===== src/rtl/cache_pkg.sv =====
// Shared types, geometry and line-bus helpers for the direct-mapped cache controller.
package cache_pkg;

  typedef enum logic [1:0] {
    IDLE,
    COMPARE,
    WRITEBACK,
    ALLOCATE
  } cacheState_e;

  localparam int OFFSET_W       = 2;
  localparam int WORDS_PER_LINE = 4;
  localparam int WORD_W         = 32;
  localparam int LINE_W         = WORDS_PER_LINE * WORD_W;

  localparam int DEFAULT_LINES  = 16;
  localparam int DEFAULT_ADDR_W = 10;
  localparam int INDEX_W        = $clog2(DEFAULT_LINES);
  localparam int TAG_W          = DEFAULT_ADDR_W - INDEX_W - OFFSET_W;

  // Word k of a line sits at the high end of the bus for k = 0.
  function automatic logic [WORD_W-1:0] lineWord(input logic [LINE_W-1:0] line,
                                                 input logic [OFFSET_W-1:0] k);
    return line[(WORDS_PER_LINE - 1 - int'(k)) * WORD_W +: WORD_W];
  endfunction

endpackage


===== src/rtl/cache_line_array.sv =====
// Valid/dirty/tag/data storage: one combinational read port and one write port
// that either updates a single word or fills a whole line.
module cache_line_array
  import cache_pkg::*;
#(
  parameter int LINES    = DEFAULT_LINES,
  parameter int IDX_BITS = $clog2(LINES),
  parameter int TAG_BITS = TAG_W
) (
  input  logic                clk,
  input  logic                reset,
  input  logic [IDX_BITS-1:0] rdIndex,
  output logic                rdValid,
  output logic                rdDirty,
  output logic [TAG_BITS-1:0] rdTag,
  output logic [LINE_W-1:0]   rdLine,
  input  logic [IDX_BITS-1:0] wrIndex,
  input  logic                wordWe,
  input  logic [OFFSET_W-1:0] wrOffset,
  input  logic [WORD_W-1:0]   wrData,
  input  logic                fillEn,
  input  logic [TAG_BITS-1:0] fillTag,
  input  logic [LINE_W-1:0]   fillLine
);

  logic [LINES-1:0]    validBits;
  logic [LINES-1:0]    dirtyBits;
  logic [TAG_BITS-1:0] tagMem [LINES];

  always_ff @(posedge clk or negedge reset) begin
    if (!reset) begin
      validBits <= '0;
      dirtyBits <= '0;
    end else if (fillEn) begin
      validBits[wrIndex] <= 1'b1;
      dirtyBits[wrIndex] <= 1'b0;
    end else if (wordWe) begin
      dirtyBits[wrIndex] <= 1'b1;
    end
  end

  always_ff @(posedge clk) begin
    if (fillEn) begin
      tagMem[wrIndex] <= fillTag;
    end
  end

  // One storage array per word column keeps each array single-writer.
  generate
    for (genvar gi = 0; gi < WORDS_PER_LINE; gi++) begin : gWord
      logic [WORD_W-1:0] wordMem [LINES];

      always_ff @(posedge clk) begin
        if (fillEn) begin
          wordMem[wrIndex] <= lineWord(fillLine, OFFSET_W'(gi));
        end else if (wordWe && (wrOffset == OFFSET_W'(gi))) begin
          wordMem[wrIndex] <= wrData;
        end
      end

      assign rdLine[(WORDS_PER_LINE - 1 - gi) * WORD_W +: WORD_W] = wordMem[rdIndex];
    end
  endgenerate

  assign rdValid = validBits[rdIndex];
  assign rdDirty = dirtyBits[rdIndex];
  assign rdTag   = tagMem[rdIndex];

endmodule


===== src/rtl/cache_ctrl.sv =====
// Direct-mapped write-back/write-allocate cache controller: request latch, miss
// sequencing FSM (word writeback of a dirty victim, then a one-cycle line fill).
module cache_ctrl
  import cache_pkg::*;
#(
  parameter int LINES  = DEFAULT_LINES,
  parameter int ADDR_W = DEFAULT_ADDR_W
) (
  input  logic          clk,
  input  logic          reset,
  input  logic          cpu_req,
  input  logic          cpu_we,
  input  logic [31:0]   cpu_addr,
  input  logic [31:0]   cpu_wdata,
  output logic [31:0]   cpu_rdata,
  output logic          cpu_ready,
  output logic [31:0]   mem_addr,
  output logic [31:0]   mem_wdata,
  output logic          mem_write,
  output logic          mem_read,
  input  logic [LINE_W-1:0] mem_rdata
);

  localparam int IDX_BITS = $clog2(LINES);
  localparam int TAG_BITS = ADDR_W - IDX_BITS - OFFSET_W;

  cacheState_e         stateReg;
  logic [OFFSET_W-1:0] beatReg;
  logic                reqWe;
  logic [OFFSET_W-1:0] reqOffset;
  logic [IDX_BITS-1:0] reqIndex;
  logic [TAG_BITS-1:0] reqTag;
  logic [WORD_W-1:0]   reqWdata;
  logic                cpuReadyReg;
  logic [WORD_W-1:0]   cpuRdataReg;

  logic                lineValid;
  logic                lineDirty;
  logic [TAG_BITS-1:0] lineTag;
  logic [LINE_W-1:0]   lineData;
  logic                hit;
  logic                wordWe;
  logic                fillEn;
  logic                unusedAddrBits;

  assign unusedAddrBits = ^cpu_addr[31:ADDR_W];

  cache_line_array #(
    .LINES    (LINES),
    .IDX_BITS (IDX_BITS),
    .TAG_BITS (TAG_BITS)
  ) uLines (
    .clk      (clk),
    .reset    (reset),
    .rdIndex  (reqIndex),
    .rdValid  (lineValid),
    .rdDirty  (lineDirty),
    .rdTag    (lineTag),
    .rdLine   (lineData),
    .wrIndex  (reqIndex),
    .wordWe   (wordWe),
    .wrOffset (reqOffset),
    .wrData   (reqWdata),
    .fillEn   (fillEn),
    .fillTag  (reqTag),
    .fillLine (mem_rdata)
  );

  assign hit    = lineValid && (lineTag == reqTag);
  assign wordWe = (stateReg == COMPARE) && hit && reqWe;
  assign fillEn = (stateReg == ALLOCATE);

  always_ff @(posedge clk or negedge reset) begin
    if (!reset) begin
      stateReg    <= IDLE;
      beatReg     <= '0;
      reqWe       <= 1'b0;
      reqOffset   <= '0;
      reqIndex    <= '0;
      reqTag      <= '0;
      reqWdata    <= '0;
      cpuReadyReg <= 1'b0;
      cpuRdataReg <= '0;
    end else begin
      cpuReadyReg <= 1'b0;
      case (stateReg)
        IDLE: begin
          // A request still held during its own completion cycle is not re-accepted.
          if (cpu_req && !cpuReadyReg) begin
            reqWe     <= cpu_we;
            reqOffset <= cpu_addr[OFFSET_W-1:0];
            reqIndex  <= cpu_addr[OFFSET_W +: IDX_BITS];
            reqTag    <= cpu_addr[OFFSET_W + IDX_BITS +: TAG_BITS];
            reqWdata  <= cpu_wdata;
            stateReg  <= COMPARE;
          end
        end
        COMPARE: begin
          if (hit) begin
            if (!reqWe) begin
              cpuRdataReg <= lineWord(lineData, reqOffset);
            end
            cpuReadyReg <= 1'b1;
            stateReg    <= IDLE;
          end else if (lineValid && lineDirty) begin
            beatReg  <= '0;
            stateReg <= WRITEBACK;
          end else begin
            stateReg <= ALLOCATE;
          end
        end
        WRITEBACK: begin
          beatReg <= beatReg + 1'b1;
          if (beatReg == OFFSET_W'(WORDS_PER_LINE - 1)) begin
            stateReg <= ALLOCATE;
          end
        end
        ALLOCATE: begin
          stateReg <= COMPARE;
        end
        default: stateReg <= IDLE;
      endcase
    end
  end

  // Memory-side outputs depend only on registered state, so they hold across the negedge.
  always_comb begin
    mem_write = 1'b0;
    mem_read  = 1'b0;
    mem_addr  = '0;
    mem_wdata = '0;
    case (stateReg)
      WRITEBACK: begin
        mem_write = 1'b1;
        mem_addr  = 32'({lineTag, reqIndex, beatReg});
        mem_wdata = lineWord(lineData, beatReg);
      end
      ALLOCATE: begin
        mem_read = 1'b1;
        mem_addr = 32'({reqTag, reqIndex, {OFFSET_W{1'b0}}});
      end
      default: ;
    endcase
  end

  assign cpu_ready = cpuReadyReg;
  assign cpu_rdata = cpuRdataReg;

endmodule

===== config.mk =====
export PLATFORM = sky130hd
export DESIGN_NAME = cache_ctrl
export DESIGN_NICKNAME = d
export VERILOG_FILES = /design/src/rtl/cache_pkg.sv /design/src/rtl/cache_line_array.sv /design/src/rtl/cache_ctrl.sv
export SDC_FILE = /design/constraint.sdc
export NUM_CORES = 2
export LEC_CHECK = 0
export ABC_AREA = 1
export CAP_MARGIN = 40
export CORE_ASPECT_RATIO = 0.8
export CORE_MARGIN = 3
export CORE_UTILIZATION = 55
export DETAILED_ROUTE_END_ITERATION = 16
export PLACE_DENSITY = 0.73
export SLEW_MARGIN = 20
export SYNTH_ARGS = -nofsm -noshare
export SYNTH_HDL_FRONTEND = slang
export SYNTH_SLANG_ARGS = --single-unit

===== constraint.sdc =====
create_clock -name clk -period 7.7 [get_ports clk]
set_clock_uncertainty 0.05 [all_clocks]
set_input_delay 0.77 -clock clk [delete_from_list [all_inputs] [get_ports clk]]
set_output_delay 0.77 -clock clk [all_outputs]
set_load 0.005 [all_outputs]

; Yosys cells after proc, flatten, opt, wreduce, memory -nomap -nowiden
; Memory sizes are Yosys's and may differ from the RTL's.
; Index checks and enable logic that the tools add are counted.
[word_totals]
register_bits = 112
mem_bits_rw = 2112
in_bits = 196
n_memories = 5
[op_classes]
shifts = 2
addsub = 3
mux = 39
n_reduce_logical = 19
n_eq_ne = 12
order_cmp = 2
bitwise_logic = 9
[mem_list]
columns = name, words, width, rd, rd_clocked_by_memory_dff, wr, line
row1 = uLines.gWord[0].wordMem, 16, 32, 1, 0, 1, cache_line_array.sv:51  ; logic [WORD_W-1:0] wordMem [LINES];
row2 = uLines.gWord[1].wordMem, 16, 32, 1, 0, 1, cache_line_array.sv:51
row3 = uLines.gWord[2].wordMem, 16, 32, 1, 0, 1, cache_line_array.sv:51
row4 = uLines.gWord[3].wordMem, 16, 32, 1, 0, 1, cache_line_array.sv:51
row5 = uLines.tagMem, 16, 4, 1, 0, 1, cache_line_array.sv:28  ; logic [TAG_BITS-1:0] tagMem [LINES];
[op_table]
columns = operator, n
row1 = indexed part select 128 x 8 -> 32 bit, 2
row2 = two-way mux 32 bit, 5
row3 = two-way mux 16 bit, 2
row4 = OR 16 bit, 2
row5 = two-way mux 1 bit, 21
row6 = case mux 10 bit (2 select lines), 1
row7 = bitwise AND 16 bit, 1
row8 = inverter 16 bit, 1
row9 = == test 2 bit (second input constant), 5
row10 = logical AND 1 bit, 10
row11 = two-way mux 2 bit, 5
row12 = binary-select mux 1 bit (select 4 bit), 2
row13 = case mux 2 bit (4 select lines), 1
row14 = inequality test 2 bit (second input constant), 3
row15 = AND reduction 3 bit, 2
row16 = subtractor 2 x 2 -> 3 bit (first input constant), 2
row17 = less-than comparator 4 x 5 -> 1 bit (second input constant), 1
row18 = demux 1 bit (select 4 bit), 1
row19 = == test 2 x 1 -> 1 bit (second input constant), 2
row20 = == test 4 bit, 1
row21 = greater-or-equal comparator 4 x 1 -> 1 bit (second input constant), 1
row22 = zero test 2 bit, 2
row23 = OR 1 bit, 4
row24 = case mux 2 bit (2 select lines), 1
row25 = 6 further kinds, 8

; Logic depth before layout (Yosys ltp)
[depth]
word_depth = 10
depth_mapped = 19

; Modules after synthesis
; Synthesis repeated with hierarchy kept, for this count alone.
[hier_totals]
cells_unflattened = 9326
area_unflattened_um2 = 96842.9
[by_module_without_submodules]
columns = mod, area_each_um2, n_inst, cells_each
row1 = cache_line_array, 91134.9, 1, 8541
row2 = cache_ctrl, 5708.0, 1, 785

; Worst setup path before layout
; Ideal clock, no wire load.
[synth_timing]
kind = reg-to-reg
from = reg reqIndex[1]
to = mem uLines.gWord[2].wordMem[10][0] (enable)
required_time_ns = 7.218
stages_incl_launch_ff = 19
t_arrival_ns = 3.669
path_slack_ns = 3.549
cell_sequence = dfrtp_1 > buf_2 > inv_2 > buf_6 > nand2_1 > buf_2 > o21ai_0 > o21ai_1 > nand2_1 > inv_1 > nand2_1 > nand2_1 > nor2_2 > nand3_2 > nor2_4 > buf_6 > nand2_4 > buf_6 > a21oi_1
[synth_via]
elab_chain_cells = 10
elab_cells_between_ends = 12
[synth_rtl]
columns = item, line
row1 = start: declaration, cache_ctrl.sv:31  ; logic [IDX_BITS-1:0] reqIndex;
row2 = start signal: assignment, cache_ctrl.sv:92  ; reqIndex <= cpu_addr[OFFSET_W +: IDX_BITS];
row3 = memory (16 x 4 bit) / binary-select mux 1 bit (select 4 bit) (equally long branches), --
row4 = == test 4 bit / two-way mux 1 bit (equally long branches), "cache_ctrl.sv:69, cache_line_array.sv:65"
row5 = logical AND 1 bit, cache_ctrl.sv:69  ; assign hit = lineValid && (lineTag == reqTag);
row6 = logical AND 1 bit (2 in series), cache_ctrl.sv:70  ; assign wordWe = (stateReg == COMPARE) && hit && reqWe;
row7 = logical AND 1 bit, cache_line_array.sv:56  ; end else if (wordWe && (wrOffset == OFFSET_W'(gi))) begin
row8 = two-way mux 1 bit, cache_line_array.sv:56
row9 = two-way mux 1 bit, cache_line_array.sv:54  ; if (fillEn) begin
row10 = two-way mux 1 bit (implied by the code), cache_line_array.sv:57  ; wordMem[wrIndex] <= wrData;
row11 = OR 1 bit (no source line), --
row12 = end: declaration, cache_line_array.sv:51
; Parallel ways exist; a longest one is shown, timed or not. The select of a mux whose other input is x is not followed.

; Worst setup path after layout
[layout_timing]
from = reg reqIndex[1]
to = out mem_wdata[1]
[layout_via]
elab_chain_cells = 3
elab_cells_between_ends = 6
[layout_rtl]
columns = item, line
row1 = memory (16 x 32 bit), --
row2 = indexed part select 128 x 8 -> 32 bit *, cache_pkg.sv:24  ; return line[(WORDS_PER_LINE - 1 - int'(k)) * WORD_W +: WORD_W];
row3 = two-way mux 32 bit *, cache_ctrl.sv:132  ; case (stateReg)
row4 = end: declaration, cache_ctrl.sv:18  ; output logic [31:0] mem_wdata,
; Every way passes the cells marked *; elsewhere a longest branch is shown, timed or not.

==> impl_metrics.toml <==
[status]
status = "finished clean"

[worst_setup_path]
crit_path_max_incr_delay_ps = 830
critPathMaxFanout = 101
crit_type = "flip-flop to primary output"
arrival_ps = 6250
crit_path_top_delay_cell = "dfrtp_1"
cp_top_family = "buffers and inverters"
critPathRequiredTime_ps = 6880
critPathCaptureType = "primary output"
crit_buf_inv = 4
path_cells = "nand2_1 > inv_8 > buf_12 > buf_4 > a22oi_1 > a21oi_1 > or2_2 > nor2_1 > nand2_1 > nand3_1 > a21oi_1 > clkdlybuf4s50_1"
start_kind = "flip-flop"

[timing]
post-route-period-util_pct = 91.8
relSlewSlack_pct = 29.0
tightest_slew_ps = 1050
layout_min_cycle_time_ps = 7070
rsz0062_at_grt = "no"
final_max_slew_viol_count = 0
fin_setup_tns_ps = 0
setup_viol = 0
worst_slack_ps = 635
fmax_ghz = 0.142
hold_viol = 0
holdWs_ps = 407

[synthesis]
synthesis.area_um2 = 86500
syn_inst = 6019
yosys_warnings = 0
ys_seq_area_share_pct = 76.6
synth_cell_types = 31
synth_seq_cells = 2224
syn_area_per_cell_um2 = 14.4

[min_path]
hold_path.class = "flip-flop to flip-flop"

[clock_network]
htreeDepth = 4
cts_tree = "done"
insertion_delay_ps = 850
cts_sinks = 2224
clkTransAtPathRegs_ps = 60
cts_buffer_depth = 3
cts-buffers-inserted = 200
ctsRootBufferMaster = "clkbuf_16"

[power]
sequentialPowerShare_pct = 40.5
switchingPower_uw = 13900
leakagePower_uw = 0.0333
p_comb_share_pct = 31.9
power.share.switching_pct = 37.5
clkPwrFrac_pct = 27.6
peakVddDrop_mv = 0.340
p_per_area_nw_per_um2 = 374
internal_power_uw = 23200

[cells_and_area]
final_nets = 6457
drive_gt1_share_pct = 11.2
fillers = 10714
area_growth_pct = 14.8

[placed_design]
gp_congestion = 0.989
numPortBuffers = 250
dpl.hpwl_um = 159000
place_ws_ps = 1870

[drt]
drt_iter0_markers = 9653
top_layer = "met5"
totalWireLength_um = 273000
viasPerCell = 6.71
vias = 57207
drc = 0
drt_first_pass_iters = 9
met3_length_um = 37500
ant_nets = 0
wire_per_inst_um = 32.1
drt-met1-wl_um = 96000
dr_wl_met2_um = 118000

[floorplanning]
die_y_um = 361
dieArea_um2 = 162000
die_x_um = 449
start_util_pct = 55.6
core_area_um2 = 155000
num_io_pins = 295
rows = 129

[grt]
grt_pass1_wl_um = 384000
overflow = 0
grt_max_degree = 142
grt_pass1_vias = 53576
antenna_found_initial = 6
grt_usage_pct = 32.9

[job]
drv_cap = 0
## registers in the layout (all words and copies together) (netlist names), named ones only
signal                count
reqWdata                 32
cpu_ready                 1
cpu_rdata                32
reqOffset                 2
reqTag                    4
stateReg                  2
uLines.validBits         16
reqIndex                  4
uLines.tagMem            64
reqWe                     1
uLines.gWord.wordMem   2048
beatReg                   2
## final timing paths
check	startpoint	endpoint	slack, ps	cells past startpoint
hold / removal	uLines.validBits[3]	uLines.validBits[3]	410	2
setup / recovery	reqIndex[1]	mem_wdata[1]	630	12
min in group asynchronous	reset	reqTag[1]	450	2
setup reg to reg	reqIndex[1]	uLines.gWord[2].wordMem[11][23]	1990	16
max in group asynchronous	reset	cpu_rdata[17]	6170	4
hold reg to reg	uLines.validBits[3]	uLines.validBits[3]	410	2
## layout make-up
class	instances	area, um2	area share (%)
diodes	15	37.5	0.0378
clock buffers	236	5210	5.25
clock inverters	126	1480	1.49
inverters	76	309	0.311
multi-input cells	3306	19000	19.1
flip-flops and latches	2224	66200	66.7
well taps	2096	2620	2.64
repair buffers	448	4400	4.44
## worst reg2reg max path: cells and delay by family, from the launching register on
| kind | cells | cell delay (ps) |
|---|---|---|
| and+or+nand+nor | 12 | 2430 |
| AOI/OAI and AO/OA | 1 | 650 |
| DFF | 1 | 830 |
| buffers and inverters | 3 | 1360 |
## layout by cell type, fill, tap and decap left out, types with 33 or more instances in the layout
cell type	n
edfxtp_1	2112
nor3_1	48
clkdlybuf4s50_1	249
clkinv_2	37
nor2_1	118
buf_4	145
a22oi_1	1025
dfrtp_1	111
or2_2	89
a21oi_4	64
clkbuf_16	202
nand2_1	1147
clkinv_1	38
inv_1	63
a21oi_1	348
mux2_2	33
nand4_1	182
o21ai_0	137
## metrics by stage
step	total power, uW	utilization (%)	instances	instance area (um2)
after floorplan	21000	-	6040	86600
after global placement	26100	59.2	8108	92100
after detailed placement	26500	59.4	8137	92400
after CTS	36600	63.7	8500	99100
after global routing	38000	63.8	8514	99200
final	37200	63.9	8527	99300
## cells in the mapped netlist
master    number  area (um2)
o21a_1         1        7.51
o211ai_1       4        30.0
nand2_1     1149        4310
nor2_1       126         473
conb_1         1        3.75
o21ai_1        2        10.0
a21oi_1      412        2060
inv_1         67         251
inv_2          6        22.5
nor3_1        56         280
buf_6          5        56.3
nand3_1       31         155
a22oi_1     1025        7690
ha_1           5        62.6
nand4_1      182        1140
o22ai_1       23         144
or2_2         89         557
nor2_2         1        6.26
nand3_2        1        10.0
clkinv_1       3        11.3
buf_1         67         251
nand2_4        2        22.5
o21ai_0      139         696
a21boi_0       1        7.51
mux2_2        33         372
clkbuf_1     253         950
edfxtp_1    2112       63400
buf_2         70         350
buf_4         39         293
dfrtp_1      112        2800
nor2_4         2        22.5
## cell families (layout without fill, tap and decap cells)
family,after synthesis,after routing,share of synthesized area (%)
AOI/OAI and AO/OA,1607,1607,12.3
adders and majority gates,5,5,0.0723
buffers and inverters,510,886,2.53
DFF,2224,2224,76.6
muxes,33,33,0.430
other,1,37,0.00434
and+or+nand+nor,1639,1639,8.07
## power by group through the flow
| stage | combinational [uW] | clock [uW] | sequential (uW) |
|---|---|---|---|
| after global placement | 10900 | 0 | 15200 |
| after CTS | 11300 | 10300 | 15000 |
| after global routing | 12300 | 10700 | 15000 |
| final | 11900 | 10300 | 15000 |
| after detailed placement | 11200 | 0 | 15200 |
| after floorplan | 6190 | 0 | 14800 |
## what timing repair did
item	4_1_cts	5_1_grt
endpoints found under the hold margin	56	0
endpoints found under the setup margin	0	0
gates resized for setup	0	0
setup buffers	0	0
hold buffers	1	0
## metal layers
metal | GRT usage, % | vias up
met5 | 0 | -
met4 | 22.0 | 2
met3 | 9.61 | 829
met2 | 46.9 | 4615
met1 | 44.2 | 28195
li1 | - | 23566
(Power assumes the default switching activity.)
